==> config.mk <==
export PLATFORM = sky130hd
export DESIGN_NAME = gray_conv_arbiter
export DESIGN_NICKNAME = d
export VERILOG_FILES = /design/src/rtl/gray_conv_arbiter.sv
export SDC_FILE = /design/constraint.sdc
export NUM_CORES = 1
export LEC_CHECK = 0
export CAP_MARGIN = 10
export CORE_ASPECT_RATIO = 0.75
export CORE_UTILIZATION = 48
export DETAILED_ROUTE_END_ITERATION = 12
export PLACE_DENSITY = 0.84
export SYNTH_ARGS = -nofsm -noshare
export SYNTH_HDL_FRONTEND = slang
export SYNTH_SLANG_ARGS = --single-unit
==> constraint.sdc <==
create_clock -name clk -period 4.9 [get_ports clk]
set_input_delay 0.49 -clock clk [delete_from_list [all_inputs] [get_ports clk]]
set_output_delay 0.49 -clock clk [all_outputs]
set_load 0.05 [all_outputs]
==> src/rtl/gray_conv_arbiter.sv <==
// Round-robin arbiter that serialises four requesters onto one binary-to-Gray
// converter and presents each result on a valid/ready port tagged with its owner.
module gray_conv_arbiter #(
   parameter int WIDTH = 4
) (
   input  logic                 clk,
   input  logic                 rst,
   input  logic [3:0]           req,
   input  logic [4*WIDTH-1:0]   b_in,
   output logic [3:0]           gnt,
   output logic                 out_valid,
   input  logic                 out_ready,
   output logic [WIDTH-1:0]     g,
   output logic [1:0]           out_id,
   output logic                 busy,
   output logic [7:0]           xfer_cnt
);

   typedef enum logic [1:0] {
      IDLE = 2'd0,
      CONV = 2'd1,
      OUT  = 2'd2
   } state_e;

   state_e             state_q,     state_d;
   logic [1:0]         last_id_q,   last_id_d;
   logic [1:0]         id_lat_q,    id_lat_d;
   logic [WIDTH-1:0]   b_lat_q,     b_lat_d;
   logic [3:0]         gnt_q,       gnt_d;
   logic               out_valid_q, out_valid_d;
   logic [WIDTH-1:0]   g_q,         g_d;
   logic [1:0]         out_id_q,    out_id_d;
   logic [7:0]         xfer_cnt_q,  xfer_cnt_d;

   logic               win_found;
   logic [1:0]         win_id;
   logic [1:0]         cand;

   function automatic logic [WIDTH-1:0] to_gray(input logic [WIDTH-1:0] b);
      return b ^ (b >> 1);
   endfunction

   // Search starts one past the last winner; an offset of 4 wraps back onto last_id itself.
   always_comb begin
      win_found = 1'b0;
      win_id    = last_id_q;
      cand      = last_id_q;
      for (int k = 1; k <= 4; k++) begin
         cand = last_id_q + k[1:0];
         if (!win_found && req[cand]) begin
            win_found = 1'b1;
            win_id    = cand;
         end
      end
   end

   // NOTE: every signal gets a default before the case so no path leaves it unassigned (no latches).
   always_comb begin
      state_d     = state_q;
      last_id_d   = last_id_q;
      id_lat_d    = id_lat_q;
      b_lat_d     = b_lat_q;
      gnt_d       = 4'b0000;
      out_valid_d = out_valid_q;
      g_d         = g_q;
      out_id_d    = out_id_q;
      xfer_cnt_d  = xfer_cnt_q;

      case (state_q)
         IDLE: begin
            if (win_found) begin
               b_lat_d   = b_in[win_id*WIDTH +: WIDTH];
               id_lat_d  = win_id;
               last_id_d = win_id;
               gnt_d     = 4'b0001 << win_id;
               state_d   = CONV;
            end
         end
         CONV: begin
            g_d         = to_gray(b_lat_q);
            out_id_d    = id_lat_q;
            out_valid_d = 1'b1;
            state_d     = OUT;
         end
         OUT: begin
            if (out_valid_q && out_ready) begin
               out_valid_d = 1'b0;
               xfer_cnt_d  = xfer_cnt_q + 8'd1;
               state_d     = IDLE;
            end
         end
         default: begin
            state_d     = IDLE;
            out_valid_d = 1'b0;
         end
      endcase
   end

   // NOTE: sequential state uses non-blocking assignments so all flops update together at the edge.
   always_ff @(posedge clk) begin
      if (rst) begin
         state_q     <= IDLE;
         last_id_q   <= 2'd3;
         id_lat_q    <= 2'd0;
         gnt_q       <= 4'b0000;
         out_valid_q <= 1'b0;
         g_q         <= '0;
         out_id_q    <= 2'd0;
         xfer_cnt_q  <= 8'd0;
      end else begin
         state_q     <= state_d;
         last_id_q   <= last_id_d;
         id_lat_q    <= id_lat_d;
         gnt_q       <= gnt_d;
         out_valid_q <= out_valid_d;
         g_q         <= g_d;
         out_id_q    <= out_id_d;
         xfer_cnt_q  <= xfer_cnt_d;
      end
   end

   // NOTE: the latched operand is pure datapath, always loaded before it is read, so it carries no reset.
   always_ff @(posedge clk) begin
      b_lat_q <= b_lat_d;
   end

   assign gnt       = gnt_q;
   assign out_valid = out_valid_q;
   assign g         = g_q;
   assign out_id    = out_id_q;
   assign busy      = (state_q != IDLE);
   assign xfer_cnt  = xfer_cnt_q;

endmodule

==> results of run 1 <==
## state kept, by name (all words and copies together), names as in the netlist
name / cells
state_q: 2
g: 4
gnt: 4
b_lat_q: 4
id_lat_q: 2
out_valid: 1
out_id: 2
last_id_q: 2
xfer_cnt: 8
## power by group
part           internal [mW]  total [mW]  switching [mW]
clock network         0.0830       0.164          0.0813
registers              0.272       0.292          0.0202
logic                 0.0778       0.178           0.100
## per-layer routing
metal | vias up | routed length [um] | part of all wire | global-route usage
met3 | 8 | 110 | 0.035 | 0.0618
met2 | 26 | 1690 | 0.54 | 0.437
li1 | 531 | - | - | -
met5 | - | 0 | 0 | 0
met1 | 518 | 1270 | 0.40 | 0.270
met4 | 0 | 56 | 0.018 | 0.129
## synth_stat cells, types with 4 or more instances
cell type	instances
xnor2_1	7
a21oi_1	4
nand2_1	7
nor2_1	20
mux4_1	4
nor2b_1	5
dfxtp_1	25
clkbuf_1	4
a211oi_1	4
nor4_1	6
edfxtp_1	4
## worst max-delay path, cell delays in order
cell and delay, ns:
clkdlybuf4s50_1 0.45, nor2b_1 0.17, o21a_1 0.23, nor3_4 0.43
mux4_1 0.63
## through the flow
stage	utilization	worst slack, ns
after floorplan	-	2.92
after global placement	0.714	2.37
after detailed placement	0.714	2.22
after CTS	0.743	2.57
after global routing	0.743	2.55
final	0.743	2.56
## final cells by class
cell class,instances,area (sq um),area share
inverters,2,7.51,0.00421
clock buffers,7,65.1,0.0365
well taps,34,42.5,0.0238
repair buffers,42,420,0.236
clock inverters,1,5.00,0.00281
flip-flops and latches,29,621,0.348
multi-input cells,87,623,0.349
## kinds of logic (layout without fill, tap and decap cells)
| group | after synthesis | count (layout) |
|---|---|---|
| AOI/OAI and AO/OA | 16 | 16 |
| DFF | 29 | 29 |
| adders and majority gates | 1 | 1 |
| and+or+nand+nor | 53 | 53 |
| xor gates and xnor gates | 9 | 9 |
| muxes | 8 | 8 |
| buffers and inverters | 7 | 52 |
## worst min-delay path by stage
stage	end	depth (start not counted)	start
after detailed placement	g[3]	2	g[3]
after global routing	g[1]	2	g[1]
after global placement	g[3]	2	g[3]
after floorplan	out_id[0]	2	id_lat_q[0]
final	id_lat_q[1]	2	id_lat_q[1]
after CTS	id_lat_q[1]	2	id_lat_q[1]
==> impl_metrics.toml, run 1 <==
[run_status]
outcome = "finished clean"

[flow_run]
maxCapViolCount = 0

[power]
p_leak_nw = 0.651
ir_drop_v = 0.000255
power_mw = 0.634
p_per_area_nw_per_um2 = 355

[sta]
fin_crit_ns = 2.34
skew_ns = 0.00638
hold_viol = 0
holdWs_ns = 0.514
rsz0062_at_grt = "false"
fin_tns_setup_ns = 0
final-setup-viol-count = 0
period_share = 0.478
max_freq_mhz = 427
slew_headroom = 0.433
slew_viol_final = 0
worstMarginPinSlew_ns = 0.847

[floorplanning]
dieHeight_um = 46.6
num_io_pins = 43
die_w_um = 61.4
row_count = 15
die-area_sq_um = 2860
initial_core_util = 0.529
core_area_sq_um = 2400

[synth]
synth_nets = 147
synth-async-reset-ratio = 0
yosysTopAreaCellShare = 0.394
synth_area_leader_cell = "dfxtp_1"
synth_edf_count = 4
synth_compound_gate_area_share = 0.0787
syn_area_sq_um = 1270
synthTopCellsByArea = "dfxtp_1 39%, edfxtp_1 9.4%, mux4_1 8.3%"
synth_seq_cells = 29
synth_area_per_cell_sq_um = 10.3
synth-xor-area-share = 0.0620
synth_cell_type_count = 32
synthCells = 123
synthFlopType = "dfxtp_1"
yosys.area_share.simple = 0.224
synth_top_family_by_area = "simple AND/OR/NAND/NOR gates"
ys_warn_count = 0
yosysSeqAreaShare = 0.488
synth_fa_ha_area_frac = 0.00984
muxShareOfSynthArea = 0.115

[setup_path]
r2r-start = "last_id_q[0]"
required_ns = 4.97
crit_type = "in -> reg"
critPathCaptureType = "flop"
critPathLaunch = "req[3]"
start_kind = "primary input"
critical_path_peak_fanout = 8
endpoint = "b_lat_q[0]"
r2r_end = "b_lat_q[0]"
regToRegSetupSlack_ns = 2.89
rr_worst_depth = 4
cp.arrival_ns = 2.41

[global_route]
grt_pass1_wl_mm = 4.74
grt_pass1_vias = 1050
antenna_found_initial = 0
grtUsageTotal = 0.245
grt_max_degree = 25
grt_overflow_total = 0

[clocking]
cts_hold_buf = 0
cts_setup_buffers = 0
cts_tree = "yes"
htreeDepth = 2
clock_latency_ns = 0.33
cts_sinks = 29
cts_buffers = 5
cts_root_buf = "clkbuf_4"
post_cts_resized = 0
clockBufferDepth = 2
clkTransAtPathRegs_ns = 0.09

[detailed_routing]
avgRoutedWirePerCell_um = 15.5
wl_mm = 3.13
drcViolationCount = 0
ant_nets = 0
drt_first_pass_iters = 5
via_per_inst = 5.36
vias = 1083
drt_iter0_markers = 22

[layout]
final_common_cell = "clkdlybuf4s50_1"
nFillCells = 192
finalNetCount = 191
area_growth_pct = 40.4
layout_common_cells = "42 x clkdlybuf4s50_1, 25 x dfxtp_1, 20 x nor2_1"
final_cells = 202
antenna_cells = 0
stdcell_area_sq_um = 1780
drive_gt1_frac = 0.0774

[placed_design]
dp_cells = 194
port_buffers = 42
place_area_sq_um = 1710
globalplace.congestion = 0.803
dp_hpwl_mm = 2.35

[hold_path]
hold_path_class = "reg -> reg"
Power figures use the tool's default switching activity.
==> run 2, diff against run 1 <==
- CORE_UTILIZATION: 48 -> 44
- PLACE_DENSITY: 0.84 -> 0.78
- clock period: 4.9 -> 2.4 ns (I/O delays scaled with it)
==> run 2 against run 1 <==
Net effect: combinational power grew 100%; final cell count grew 2.0%; worst setup slack lost 2.2 ns; sequential power grew 100%; hold slack lost 0.021 ns; count of clock-buffer cells in the layout grew 1; sequential share of layout area shrank 0.72 points; register-to-register slack lost 2.4 ns; critical endpoint is now b_lat_q[1].
==> impl_metrics.toml, run 2 (synthesis results as in run 1) <==
[run_status]
outcome = "finished clean"

[sta]
hold_viol = 0
worstMarginPinSlew_ns = 0.752
slew_viol_final = 0
rsz0062_at_grt = "false"
slew_headroom = 0.498
skew_ns = 0.00550
fin_crit_ns = 2.03
fin_tns_setup_ns = 0
period_share = 0.844
max_freq_mhz = 494
final-setup-viol-count = 0

[floorplanning]
row_count = 16
initial_core_util = 0.474
die_w_um = 64.1
dieHeight_um = 48.6
die-area_sq_um = 3110
core_area_sq_um = 2680
num_io_pins = 43

[power]
intPower_mw = 0.952
power_mw = 1.35
ir_drop_v = 0.000274
p_per_area_nw_per_um2 = 742
p_leak_nw = 0.664
seq_power_share = 0.441
switching_share = 0.295
p_switching_mw = 0.399
clock_power_share = 0.296
p_comb_frac = 0.263

[layout]
antenna_cells = 0
finalNetCount = 193
final_common_cell = "clkdlybuf4s50_1"
drive_gt1_frac = 0.0765
area_growth_pct = 43.3
layout_common_cells = "42 x clkdlybuf4s50_1, 25 x dfxtp_1, 20 x nor2_1"
largest_reg_flops = 8

[clocking]
htreeDepth = 2
cts_root_buf = "clkbuf_8"
cts_sinks = 29
post_cts_resized = 0
cts_hold_buf = 0
cts_buffers = 5
cts_tree = "yes"
clock_latency_ns = 0.28
clkTransAtPathRegs_ns = 0.06
cts_setup_buffers = 0
clockBufferDepth = 2

[global_route]
grtUsageTotal = 0.198
grt_pass1_vias = 1043
grt_pass1_wl_mm = 4.54
grt_max_degree = 16
grt_overflow_total = 0
antenna_found_initial = 0

[setup_path]
rr_worst_depth = 4
start_kind = "primary input"
critical_path_peak_fanout = 5
required_ns = 2.41
crit_type = "in -> reg"
regToRegSetupSlack_ns = 0.51
cp.arrival_ns = 2.03
r2r_end = "b_lat_q[1]"
r2r-start = "last_id_q[0]"
critPathLaunch = "req[3]"
critPathCaptureType = "flop"

[detailed_routing]
drt_first_pass_iters = 4
via_per_inst = 5.26
ant_nets = 0
wl_mm = 2.74
vias = 1083
avgRoutedWirePerCell_um = 13.3
drt_iter0_markers = 58
drcViolationCount = 0

[flow_run]
maxCapViolCount = 0

[placed_design]
dp_hpwl_mm = 2.13
globalplace.congestion = 0.763
port_buffers = 42

[hold_path]
hold_path_class = "reg -> reg"
hold_end = "out_id[0]"
whs_path_depth = 2
min_from = "id_lat_q[0]"
==> run 2: changes by cell type in the layout (fill, tap and decap cells not counted), sizes merged <==
cell,delta
buf,+2
clkbuf,+1
clkinv,-1
==> run 2: worst max-delay path, cell delays in order <==
cell             delay [ns]
clkdlybuf4s50_1        0.47
nor2b_1                0.18
o21a_1                 0.23
nor3_4                 0.31
mux4_1                 0.60
==> run 2: per-layer routing <==
metal / up-vias / GRT usage / wire, um
met2: 46 / 0.333 / 1340
met5: - / 0 / 0
met1: 495 / 0.223 / 1200
li1: 535 / - / -
met4: 0 / 0.0720 / 27
met3: 7 / 0.0849 / 179
==> run 2: cell type report <==
cell class	count	area (sq um)
clock buffers	8	90.1
fillers	205	861
inverters	2	7.51
multi-input cells	87	623
flip-flops and latches	29	621
well taps	36	45.0
repair buffers	44	435
==> run 2: how the worst max path moves through the flow <==
stage                       end  slack [ns]  cells after the start
floorplan           xfer_cnt[7]        0.63                      4
global placement     b_lat_q[1]        0.20                      5
detailed placement   b_lat_q[1]        0.09                      5
CTS                  b_lat_q[1]        0.38                      5
global route         b_lat_q[1]        0.35                      5
finish               b_lat_q[1]        0.37                      5
==> run 2: power by group through the flow <==
stage	clock network [mW]	logic (mW)	registers, mW
final	0.400	0.356	0.596
after global routing	0.437	0.380	0.604
after CTS	0.410	0.357	0.596
after detailed placement	0	0.356	0.606
after global placement	0	0.347	0.602
after floorplan	0	0.170	0.669
==> run 2: through the flow <==
step	hold slack [ns]	cells	setup WS (ns)	util	instance area, sq um
after CTS	0.496	206	0.384	0.679	1820
after detailed placement	0.484	198	0.0914	0.646	1730
final	0.494	206	0.374	0.679	1820
after global placement	0.478	198	0.204	0.646	1730
after floorplan	0.319	123	0.634	-	1270
after global routing	0.525	206	0.348	0.679	1820
==> run 3, diff against run 2 <==
- CORE_UTILIZATION: 44 -> 40
- PLACE_DENSITY: 0.78 -> 0.74
- clock period: 2.4 -> 1.81 ns (I/O delays scaled with it)
==> run 3 against run 2 <==
Net effect: sequential power grew 32%; hold slack gained 0.0033 ns; global-route usage shrank 3.0 points; flip-flop and latch count is the same; utilization shrank 3.4 points; final cell count grew 7.8%; cell area grew 5.5%.
==> impl_metrics.toml, run 3 (synthesis results as in run 1) <==
[clocking]
clkTransAtPathRegs_ns = 0.06
cts_sinks = 29
cts_hold_buf = 0
clockBufferDepth = 2
cts_root_buf = "clkbuf_8"
htreeDepth = 2
cts_tree = "yes"
cts_buffers = 5
clock_latency_ns = 0.27

[layout]
antenna_cells = 0
stdcell_area_sq_um = 1920
layout_common_cells = "38 x clkdlybuf4s50_1, 25 x dfxtp_1, 20 x nor2_1"
finalNetCount = 207
final_cells = 222
drive_gt1_frac = 0.179
utilization = 0.645
nFillCells = 250
final_common_cell = "clkdlybuf4s50_1"
largest_reg_flops = 8
area_growth_pct = 51.2

[global_route]
grt_max_degree = 11
grt_pass1_vias = 1012
grt_overflow_total = 0
grt_pass1_wl_mm = 4.17
antenna_found_initial = 0
grtUsageTotal = 0.169

[flow_run]
maxCapViolCount = 0

[hold_path]
min_from = "g[0]"
hold_path_class = "reg -> reg"
whs_path_depth = 2
hold_end = "g[0]"

[sta]
timing.final.ws_setup_ns = 0.0653
fin_crit_ns = 1.74
slew_headroom = 0.656
fin_tns_setup_ns = 0
final-setup-viol-count = 0
slew_viol_final = 0
worstMarginPinSlew_ns = 0.515
skew_ns = 0.00788
max_freq_mhz = 573
hold_viol = 0
period_share = 0.964

[floorplanning]
dieHeight_um = 50.8
die_w_um = 67.1
die-area_sq_um = 3410
core_area_sq_um = 2980
row_count = 17
initial_core_util = 0.427
num_io_pins = 43

[detailed_routing]
m1WireLength_mm = 1.19
ant_nets = 0
drcViolationCount = 0
highest_layer = "met4"
avgRoutedWirePerCell_um = 11.7
via_per_inst = 4.85
vias = 1076
dr_wl_met2_mm = 1.20
drt_first_pass_iters = 4
wl_mm = 2.61
wl_met3_um = 210
drt_iter0_markers = 19

[setup_path]
r2r-start = "last_id_q[0]"
rr_worst_depth = 5
cp.arrival_ns = 1.76
required_ns = 1.82
crit_type = "in -> reg"
critPathCaptureType = "flop"
start_kind = "primary input"
regToRegSetupSlack_ns = 0.08
r2r_end = "b_lat_q[0]"
critical_path_peak_fanout = 5

[run_status]
outcome = "finished clean"

[placed_design]
globalplace.congestion = 0.793
dp_cells = 212
place_area_sq_um = 1820
pre_cts_slack_ns = -0.365
port_buffers = 42
dp_hpwl_mm = 2.04

[power]
ir_drop_v = 0.000450
p_leak_nw = 0.740
p_per_area_nw_per_um2 = 957
==> run 3: changes by cell type in the layout (fill, tap and decap cells not counted), sizes merged <==
cell	change
buf	+15
dlymetal6s2s	+2
clkdlybuf4s50	-4
dlygate4sd2	+1
==> run 3: layout make-up <==
type / instances / area [sq um] / share of cell area
flip-flops and latches: 29 / 621 / 0.323
multi-input cells: 87 / 611 / 0.318
repair buffers: 58 / 546 / 0.284
well taps: 38 / 47.5 / 0.0247
inverters: 2 / 7.51 / 0.00391
clock buffers: 8 / 90.1 / 0.0469
==> run 3: how the worst max path moves through the flow <==
stage / from / to / slack [ns]
final: req[0] / b_lat_q[0] / 0.07
after global routing: last_id_q[0] / b_lat_q[2] / -0.008
after CTS: req[1] / b_lat_q[2] / -0.03
after detailed placement: req[3] / b_lat_q[0] / -0.36
after global placement: req[3] / b_lat_q[3] / -0.29
after floorplan: out_valid / xfer_cnt[7] / 0.04
==> run 3: per-layer routing <==
| metal | up-vias | track usage |
|---|---|---|
| li1 | 554 | - |
| met5 | - | 0 |
| met1 | 481 | 0.202 |
| met3 | 2 | 0.0848 |
| met2 | 39 | 0.268 |
| met4 | 0 | 0.0426 |
==> run 3: where the power goes <==
| group | switching [mW] | leakage (nW) | internal, mW |
|---|---|---|---|
| combinational | 0.263 | 0.451 | 0.257 |
| sequential | 0.0525 | 0.244 | 0.736 |
| clock | 0.221 | 0.0455 | 0.309 |
| total | 0.536 | 0.740 | 1.30 |
==> run 3: critical path, stage by stage <==
cell             delay (ns)
clkdlybuf4s50_1        0.48
nor2b_1                0.05
o21a_1                 0.22
nor3_4                 0.19
buf_6                  0.15
mux4_2                 0.49
==> run 3: through the flow <==
stage | total power, mW | hold WS, ns
global placement | 1.29 | 0.483
finish | 1.84 | 0.497
CTS | 1.84 | 0.496
global route | 1.95 | 0.526
detailed placement | 1.30 | 0.485
floorplan | 1.11 | 0.260
==> run 3: what timing repair did <==
| item | CTS | global route |
|---|---|---|
| gates resized for setup | 3 | 6 |
| setup endpoints to repair | 4 | 4 |
| setup buffers | 0 | 2 |
| pin swaps | 1 | 2 |
